## src/rtl/uart_tx_fifo.sv

```systemverilog
// uart_tx_fifo: UART transmitter with a small write FIFO and an RS-485-style
// driver-enable output. Bytes are queued through a valid/ready write port.
// The serializer sends a start bit, DATA_W data bits LSB first, an optional
// parity bit and then one or two stop bits.
//
// Handshake: a write happens on a rising clk_i edge where wvalid_i and
// wready_o are both 1. wready_o is !full. It is decoded from registered state
// only, so it never depends combinationally on wvalid_i or on a same-cycle pop.
//
// Ports:
//   clk_i, rst_ni          clock, asynchronous active-low reset
//   cfg_div_i              bit period minus one, in clk_i cycles
//   cfg_parity_en_i        1 = append parity bit
//   cfg_parity_odd_i       1 = odd parity, 0 = even parity
//   cfg_stop2_i            1 = two stop bits
//   tx_enable_i            1 = allowed to launch new frames
//   wdata_i/wvalid_i/wready_o  write port into the FIFO
//   fifo_level_o           number of occupied FIFO entries
//   busy_o                 a frame is in progress
//   cio_tx_o, cio_tx_en_o  serial line (idles high) and pad driver enable
//   dbg_state_o            current FSM state, for debug and checkers
module uart_tx_fifo #(
  parameter int DATA_W     = 8,
  parameter int FIFO_DEPTH = 4,
  parameter int DIV_W      = 16
) (
  input  logic                             clk_i,
  input  logic                             rst_ni,
  input  logic [DIV_W-1:0]                 cfg_div_i,
  input  logic                             cfg_parity_en_i,
  input  logic                             cfg_parity_odd_i,
  input  logic                             cfg_stop2_i,
  input  logic                             tx_enable_i,
  input  logic [DATA_W-1:0]                wdata_i,
  input  logic                             wvalid_i,
  output logic                             wready_o,
  output logic [$clog2(FIFO_DEPTH+1)-1:0]  fifo_level_o,
  output logic                             busy_o,
  output logic                             cio_tx_o,
  output logic                             cio_tx_en_o,
  output logic [2:0]                       dbg_state_o
);

  localparam int PTR_W = (FIFO_DEPTH > 1) ? $clog2(FIFO_DEPTH) : 1;
  localparam int LVL_W = $clog2(FIFO_DEPTH + 1);
  localparam int BIT_W = (DATA_W > 1) ? $clog2(DATA_W) : 1;

  localparam logic [LVL_W-1:0] FULL_LVL = LVL_W'(FIFO_DEPTH);
  localparam logic [BIT_W-1:0] LAST_BIT = BIT_W'(DATA_W - 1);

  localparam logic [2:0] S_IDLE   = 3'd0;
  localparam logic [2:0] S_START  = 3'd1;
  localparam logic [2:0] S_DATA   = 3'd2;
  localparam logic [2:0] S_PARITY = 3'd3;
  localparam logic [2:0] S_STOP   = 3'd4;

  // ---------------------------------------------------------------------------
  // Write FIFO
  // ---------------------------------------------------------------------------
  logic [DATA_W-1:0] mem_q [FIFO_DEPTH];
  logic [PTR_W-1:0]  wr_ptr_q;
  logic [PTR_W-1:0]  rd_ptr_q;
  logic [LVL_W-1:0]  level_q;
  logic              fifo_empty;
  logic              push;
  logic              pop;
  logic [DATA_W-1:0] head;

  assign fifo_empty = (level_q == '0);
  assign wready_o   = (level_q != FULL_LVL);
  assign push       = wvalid_i && wready_o;
  assign head       = mem_q[rd_ptr_q];

  // Storage carries no reset; only pointers and level define validity.
  always_ff @(posedge clk_i) begin
    if (push) begin
      mem_q[wr_ptr_q] <= wdata_i;
    end
  end

  // Depth is a power of two, so pointers wrap naturally on overflow.
  always_ff @(posedge clk_i or negedge rst_ni) begin
    if (!rst_ni) begin
      wr_ptr_q <= '0;
      rd_ptr_q <= '0;
      level_q  <= '0;
    end else begin
      if (push) begin
        wr_ptr_q <= wr_ptr_q + PTR_W'(1);
      end
      if (pop) begin
        rd_ptr_q <= rd_ptr_q + PTR_W'(1);
      end
      case ({push, pop})
        2'b10:   level_q <= level_q + LVL_W'(1);
        2'b01:   level_q <= level_q - LVL_W'(1);
        default: level_q <= level_q;
      endcase
    end
  end

  // ---------------------------------------------------------------------------
  // Serializer FSM
  // ---------------------------------------------------------------------------
  logic [2:0]        state_q;
  logic [DIV_W-1:0]  baud_cnt_q;
  logic [DIV_W-1:0]  div_q;
  logic [BIT_W-1:0]  bit_cnt_q;
  logic [DATA_W-1:0] shift_q;
  logic [DATA_W-1:0] data_q;
  logic              par_en_q;
  logic              par_odd_q;
  logic              stop2_q;
  logic              stop_cnt_q;
  logic              tx_q;
  logic              tx_en_q;
  logic              bit_done;
  logic              frame_end;
  logic              parity_bit;

  assign bit_done   = (baud_cnt_q == '0);
  // The last stop bit is ending. With two stop bits, stop_cnt_q marks the second one.
  assign frame_end  = (state_q == S_STOP) && bit_done && (!stop2_q || stop_cnt_q);
  // A new frame launches from IDLE, or straight out of the last stop bit.
  assign pop        = !fifo_empty && tx_enable_i &&
                      ((state_q == S_IDLE) || frame_end);
  assign parity_bit = (^data_q) ^ par_odd_q;

  always_ff @(posedge clk_i or negedge rst_ni) begin
    if (!rst_ni) begin
      state_q    <= S_IDLE;
      baud_cnt_q <= '0;
      div_q      <= '0;
      bit_cnt_q  <= '0;
      shift_q    <= '0;
      data_q     <= '0;
      par_en_q   <= 1'b0;
      par_odd_q  <= 1'b0;
      stop2_q    <= 1'b0;
      stop_cnt_q <= 1'b0;
      tx_q       <= 1'b1;
      tx_en_q    <= 1'b0;
    end else if (pop) begin
      // Launch: pop the head entry and freeze the config for this frame.
      state_q    <= S_START;
      baud_cnt_q <= cfg_div_i;
      div_q      <= cfg_div_i;
      bit_cnt_q  <= '0;
      shift_q    <= head;
      data_q     <= head;
      par_en_q   <= cfg_parity_en_i;
      par_odd_q  <= cfg_parity_odd_i;
      stop2_q    <= cfg_stop2_i;
      stop_cnt_q <= 1'b0;
      tx_q       <= 1'b0;
      tx_en_q    <= 1'b1;
    end else if (state_q == S_IDLE) begin
      tx_q    <= 1'b1;
      tx_en_q <= 1'b0;
    end else if (!bit_done) begin
      baud_cnt_q <= baud_cnt_q - DIV_W'(1);
    end else begin
      baud_cnt_q <= div_q;
      case (state_q)
        S_START: begin
          state_q   <= S_DATA;
          bit_cnt_q <= '0;
          tx_q      <= shift_q[0];
          shift_q   <= shift_q >> 1;
        end
        S_DATA: begin
          if (bit_cnt_q == LAST_BIT) begin
            if (par_en_q) begin
              state_q <= S_PARITY;
              tx_q    <= parity_bit;
            end else begin
              state_q    <= S_STOP;
              stop_cnt_q <= 1'b0;
              tx_q       <= 1'b1;
            end
          end else begin
            bit_cnt_q <= bit_cnt_q + BIT_W'(1);
            tx_q      <= shift_q[0];
            shift_q   <= shift_q >> 1;
          end
        end
        S_PARITY: begin
          state_q    <= S_STOP;
          stop_cnt_q <= 1'b0;
          tx_q       <= 1'b1;
        end
        S_STOP: begin
          if (stop2_q && !stop_cnt_q) begin
            stop_cnt_q <= 1'b1;
          end else begin
            // Frame done and nothing to launch: release the line driver.
            state_q <= S_IDLE;
            tx_en_q <= 1'b0;
          end
          tx_q <= 1'b1;
        end
        default: begin
          state_q <= S_IDLE;
          tx_q    <= 1'b1;
          tx_en_q <= 1'b0;
        end
      endcase
    end
  end

  assign fifo_level_o = level_q;
  assign busy_o       = tx_en_q;
  assign cio_tx_o     = tx_q;
  assign cio_tx_en_o  = tx_en_q;
  assign dbg_state_o  = state_q;

endmodule

```

## config.mk

```make
export PLATFORM = sky130hd
export DESIGN_NAME = uart_tx_fifo
export DESIGN_NICKNAME = d
export VERILOG_FILES = /design/src/rtl/uart_tx_fifo.sv
export SDC_FILE = /design/constraint.sdc
export NUM_CORES = 1
export LEC_CHECK = 0
export ABC_AREA = 1
export ABC_CLOCK_PERIOD_IN_PS = 5300
export BUFFER_PORTS_ARGS = -buffer_cell sky130_fd_sc_hd__clkbuf_2
export CORE_MARGIN = 3
export CORE_UTILIZATION = 46
export DETAILED_ROUTE_END_ITERATION = 12
export PLACE_DENSITY = 0.63
export SKIP_LAST_GASP = 1
export SYNTH_ARGS = -nofsm -noshare
export SYNTH_HDL_FRONTEND = slang
export SYNTH_SLANG_ARGS = --single-unit
export TNS_END_PERCENT = 20
```

## constraint.sdc

```tcl
create_clock -name clk_i -period 5.3 [get_ports clk_i]
set_clock_uncertainty 0.15 [all_clocks]
set_input_delay 0.795 -clock clk_i [delete_from_list [all_inputs] [get_ports clk_i]]
set_output_delay 0.795 -clock clk_i [all_outputs]
set_load 0.005 [all_outputs]
```

=== Word level (Yosys, flattened, before mapping) ===
Memories as Yosys holds them, arrays and structs flattened.
Cells that the tools add are included.

* Shift-type cells: 0
* Order comparisons: 0
* Divide/modulo/power cells: 0
* Reduce and logical (&&, ||, !) cells: 25
* Bitwise operators: 1
* $add $sub $neg: 6
* Equality and inequality tests: 16
* Multiplexer cells: 41
* $mul: 0

{| class="wikitable"
|+ Operators with widths
! operator !! count
|-
| 16-bit two-way mux || 3
|-
| 8-bit two-way mux || 4
|-
| 3-bit two-way mux || 10
|-
| 1-bit two-way mux || 17
|-
| 16-bit zero test || 1
|-
| 8-bit one-hot mux with 2 select lines || 1
|-
| 16-bit by 1-bit subtractor with 16-bit output (second input constant) || 1
|-
| 3-bit inequality test (second input constant) || 5
|-
| 3-bit one-hot mux with 2 select lines || 2
|-
| 3-bit one-hot mux with 4 select lines || 1
|-
| 4-bit AND reduction || 2
|-
| 8-bit XOR reduction || 1
|-
| 3-bit by 1-bit adder with 3-bit output (second input constant) || 2
|-
| 3-bit by 2-bit equality test with 1-bit output (second input constant) || 2
|-
| 3-bit equality test (second input constant) || 2
|-
| 1-bit logical AND || 6
|-
| 3-bit zero test || 2
|-
| 6-bit AND reduction || 1
|-
| 3-bit nonzero test || 2
|-
| 2-bit by 1-bit adder with 2-bit output (second input constant) || 2
|-
| 4-bit inequality test (second input constant) || 1
|-
| 1-bit one-hot mux with 2 select lines || 2
|-
| 2-bit nonzero test || 2
|-
| 4-bit nonzero test || 1
|-
| 13 further kinds || 16
|}

* Word-level logic and storage cells: 105
* Memories kept: 1
* ROM bits: 0
* Bits in latches: 0
* Bits in writable memories: 32
* Output and inout port bits: 10
* Bits of input ports: 31
* Flip-flop bits (word level): 67

{| class="wikitable"
|+ Memories
! memory !! words !! width !! read ports !! clocked after memory_dff !! wr ports !! RTL line !! RTL
|-
| mem_q || 4 || 8 || 1 || 0 || 1 || 60 || <nowiki>logic [DATA_W-1:0] mem_q [FIFO_DEPTH];</nowiki>
|}

=== Depth between registers and ports, before layout ===
* Depth after elaboration: 8
* Depth in mapped cells: 15
* Mapped depth without buffers: 14

=== Worst setup path after synthesis ===
Ideal clock, no wire load.

* Path kind: register -> register
* Start: reg baud_cnt_q[0]
* End: reg level_q[2] (netlist: fifo_level_o[2])
* Slack: 2546 ps
* Path buffers: 1
* Stages on the path, launching flop included: 16
* Arrival: 2477 ps
* Required time: 5023 ps
* Cell sequence: dfrtp_1 > inv_1 > ha_1 > nand2_2 > nor2_4 > nand2_2 > nor2_4 > nand2_2 > a21oi_4 > buf_2 > ha_1 > inv_1 > fa_1 > a21oi_1 > o21ai_0 > xnor2_1

* Longest elaborated chain between the ends: 7
* Elaborated cells between the ends (all ways): 9
* Classes of those cells: eq/ne (2); mux (1); reduce/logical (6)

{| class="wikitable"
|+ Ends and longest elaborated chain
! item !! RTL line !! RTL
|-
| from (decl) || 106 || <nowiki>logic [DIV_W-1:0] baud_cnt_q;</nowiki>
|-
| from (signal assigned) || 146 || <nowiki>baud_cnt_q <= cfg_div_i;</nowiki>
|-
| from (signal assigned) || 161 || <nowiki>baud_cnt_q <= baud_cnt_q - DIV_W'(1);</nowiki>
|-
| from (signal assigned) || 163 || <nowiki>baud_cnt_q <= div_q;</nowiki>
|-
| 16-bit zero test * || 121 || <nowiki>assign bit_done = (baud_cnt_q == '0);</nowiki>
|-
| 1-bit logical AND * (2 in series) || 123 || <nowiki>assign frame_end = (state_q == S_STOP) && bit_done && (!stop2_q || stop_cnt_q);</nowiki>
|-
| 1-bit logical OR * || 126 || <nowiki>((state_q == S_IDLE) || frame_end);</nowiki>
|-
| 1-bit logical AND * || 125 || <nowiki>assign pop = !fifo_empty && tx_enable_i &&</nowiki>
|-
| named net pop || 66 || <nowiki>logic pop;</nowiki>
|-
| 2-bit by 1-bit equality test with 1-bit output or 2-bit equality test (tied branches) || 94 || <nowiki>case ({push, pop})</nowiki>
|-
| 3-bit one-hot mux with 2 select lines or 2-bit nonzero test (tied branches) || - ||
|-
| to (signal assigned) || 95 || <nowiki>2'b10: level_q <= level_q + LVL_W'(1);</nowiki>
|-
| to (signal assigned) || 96 || <nowiki>2'b01: level_q <= level_q - LVL_W'(1);</nowiki>
|-
| to (signal assigned) || 97 || <nowiki>default: level_q <= level_q;</nowiki>
|-
| to (decl) || 63 || <nowiki>logic [LVL_W-1:0] level_q;</nowiki>
|}

The timed path passes the listed nets; every way through them passes the cells marked *.
A chain may end at the register's enable or synchronous reset.

=== Worst setup path after layout ===
* Start: reg baud_cnt_q[0]
* End: reg level_q[2] (netlist: fifo_level_o[2])

* Longest elaborated chain between the ends: 7
* Elaborated cells between the ends (all ways): 9
* Classes of those cells: eq/ne (2); mux (1); reduce/logical (6)

{| class="wikitable"
|+ Ends and longest elaborated chain
! item !! RTL line
|-
| 16-bit zero test * || 121
|-
| 1-bit logical AND * (2 in series) || 123
|-
| 1-bit logical OR * || 126
|-
| 1-bit logical AND * || 125
|-
| 2-bit by 1-bit equality test with 1-bit output or 2-bit equality test (tied branches) || 94
|-
| 3-bit one-hot mux with 2 select lines or 2-bit nonzero test (tied branches) || -
|}

Every way passes the cells marked *; elsewhere a longest branch is shown, timed or not.

==> results.sh <==
export IMPL_status="finished, final reports clean"
export IMPL_tightest_slew_ns=0.958
export IMPL_yosys_cell_count_top_type="nand2_1"
export IMPL_async_reset_ff_frac=0.677
export IMPL_cts_root_buf="clkbuf_8"
export IMPL_drtAntennaViolNets=0
export IMPL_grt_pass1_wl_mm=18.7
export IMPL_hp_start="cio_tx_o"
export IMPL_fill_cells=992
export IMPL_worst_endpoint_arrival_ns=3.16
export IMPL_multi_input_area_um2=2200
export IMPL_leakage_nw=2.83
export IMPL_area_growth_pct=8.28
export IMPL_grt_overflow=0
export IMPL_utilization=0.525
export IMPL_track_usage=0.188
export IMPL_timing_hold_violations_final=0
export IMPL_drt_pass1_iter_count=4
export IMPL_synth_cells=635
export IMPL_yosysTopAreaCell="dfrtp_1"
export IMPL_peakVddDrop_mv=0.299
export IMPL_cts_resized=0
export IMPL_drtIter0Drc=217
export IMPL_drive_above_1_share=0.121
export IMPL_yosys_top_cells_count="nand2_1, nor2_1, dfrtp_1"
export IMPL_synth_area_per_cell_um2=8.07
export IMPL_critPathCaptureType="flop"
export IMPL_syn_num_nets=675
export IMPL_power_density_nw_per_um2=590
export IMPL_fin_nets=707
export IMPL_grt_max_degree=68
export IMPL_drcViolationCount=0
export IMPL_postCtsHoldBufs=0
export IMPL_wl_mm=11.0
export IMPL_maxSlewViolCount=0
export IMPL_synth_top_area_share=0.322
export IMPL_synth_edf_count=32
export IMPL_die_w_um=112
export IMPL_crit_start="baud_cnt_q[0]"
export IMPL_design_die_area_um2=12400
export IMPL_critPathKind="reg -> reg"
export IMPL_min_path_type="reg -> reg"
export IMPL_cp_required_ns=5.42
export IMPL_ys_top_cells_by_area="dfrtp_1, nand2_1, edfxtp_1"
export IMPL_drv_cap=0
export IMPL_portBuffers=40
export IMPL_netlist_cell_type_count=34
export IMPL_max_slew_margin=0.359
export IMPL_routabilityCongestion=0.888
export IMPL_wl_per_cell_um=13.6
export IMPL_cts_max_level=3
export IMPL_cp_max_fo=18
export IMPL_regArea_um2=2640
export IMPL_ys_ff_latch=99
export IMPL_post_cts_buffers=0
export IMPL_clkLatencyLatePin_ns=0.38
export IMPL_antenna_found_initial=0
export IMPL_grt_setup_unrepaired="false"
export IMPL_synth_ff_type="dfrtp_1"
export IMPL_hpwl_mm=7.58
export IMPL_ios=41
export IMPL_diodes=0
export IMPL_routed_via_density=5.06
export IMPL_start_kind="flop"
export IMPL_synth_area_um2=5120
export IMPL_final_cells=808
export IMPL_grt_pass1_vias=3984
export IMPL_tns_ns=0
export IMPL_start_util=0.485
export IMPL_finalSetupViolCount=0
export IMPL_r2r_start="baud_cnt_q[0]"
export IMPL_die_h_um=112
export IMPL_placed_cells=792
export IMPL_ys_seq_area_frac=0.515
export IMPL_row_count=37
export IMPL_vias=4087
export IMPL_max_freq_ghz=0.328
export IMPL_numClockSinks=99
export IMPL_clkSlewWorstSetupHoldPaths_ns=0.10
export IMPL_tritoncts="built"
export IMPL_fin_crit_sh=0.575
export IMPL_numCtsBuffers=9
export IMPL_fin_crit_ns=3.05
export IMPL_clockBufferDepth=2
export IMPL_core_area_um2=10600
export IMPL_yosys_warnings=0
-- cell families after synthesis --
| logic type | after synthesis | synth area share |
|---|---|---|
| simple gates | 403 | 0.322 |
| compound gates | 45 | 0.0574 |
| xor+xnor | 15 | 0.0256 |
| fa+ha+maj | 9 | 0.0234 |
| buf+inv | 64 | 0.0559 |
| flops | 99 | 0.515 |
-- final cells by class --
| type | count | area share |
|---|---|---|
| Multi-Input combinational cell | 472 | 0.396 |
| Clock buffer | 10 | 0.0230 |
| Inverter | 44 | 0.0298 |
| Sequential cell | 99 | 0.476 |
| Tap cell | 136 | 0.0307 |
| Timing Repair Buffer | 41 | 0.0374 |
| Clock inverter | 6 | 0.00722 |
-- cells in the final DEF (no fill, tap or decap), types with 2 or more instances in the layout --
cell type and count:
clkbuf_2 39, dfrtp_1 66, clkinv_2 3, a21oi_1 4
xor2_1 8, inv_1 38, nor2_2 4, ha_1 8
nand4_1 2, nand2_2 6, edfxtp_1 32, xnor2_1 7
inv_2 4, nor2_4 4, nor3_1 2, nor2_1 68
clkinv_1 2, nand3_1 36, o21ai_0 29, a21oi_4 2
nand3b_1 2, o32ai_1 8, clkbuf_8 9, nand2_1 275
-- registers in the layout, indices dropped and copies added (netlist names), 3 cells and up --
signal,flops
bit_cnt_q,3
shift_q,8
data_q,8
fifo_level_o,3
dbg_state_o,3
baud_cnt_q,16
mem_q,32
div_q,16
-- worst paths after layout --
check | cells after the start | slack, ns | to
worst max-delay path | 14 | 2.25 | fifo_level_o[2]
worst min-delay path | 2 | 0.32 | cio_tx_o
worst max register to register | 14 | 2.25 | fifo_level_o[2]
worst min register to register | 2 | 0.32 | cio_tx_o
max in group asynchronous | 2 | 4.00 | div_q[1]
min in group asynchronous | 2 | 0.44 | div_q[8]
-- per-stage QoR --
| stage | setup slack [ns] | power, mW | instance area [um2] | hold WS, ns |
|---|---|---|---|---|
| after floorplan | 2.55 | 2.50 | 5120 | 0.287 |
| after global placement | 2.34 | 2.82 | 5380 | 0.302 |
| after detailed placement | 2.21 | 2.86 | 5380 | 0.305 |
| after CTS | 2.20 | 3.30 | 5550 | 0.328 |
| after global routing | 1.94 | 3.61 | 5550 | 0.348 |
| final | 2.25 | 3.27 | 5550 | 0.323 |
-- where the power goes --
group,internal (mW),total (mW),switching [mW]
sequential,1.09,1.32,0.237
combinational,0.519,1.51,0.993
clock,0.171,0.433,0.262
total,1.78,3.27,1.49
-- routing by layer --
layer,global-route usage,routed length [um]
met4,0.0787,140
met2,0.300,5410
met1,0.242,4930
met3,0.0522,495
met5,0,0
-- critical path, cell delays in order, from the launching register on --
cell and delay, ns:
dfrtp_1 0.40, inv_1 0.10, ha_1 0.23, nand2_2 0.12, nor2_4 0.14, nand2_2 0.10, nor2_4 0.10, nand2_2 0.09
a21oi_4 0.42, ha_1 0.24, inv_1 0.07, fa_1 0.37, a21oi_1 0.15, o21ai_0 0.12, xnor2_1 0.14
No activity file was read; power rests on OpenSTA's default activity.
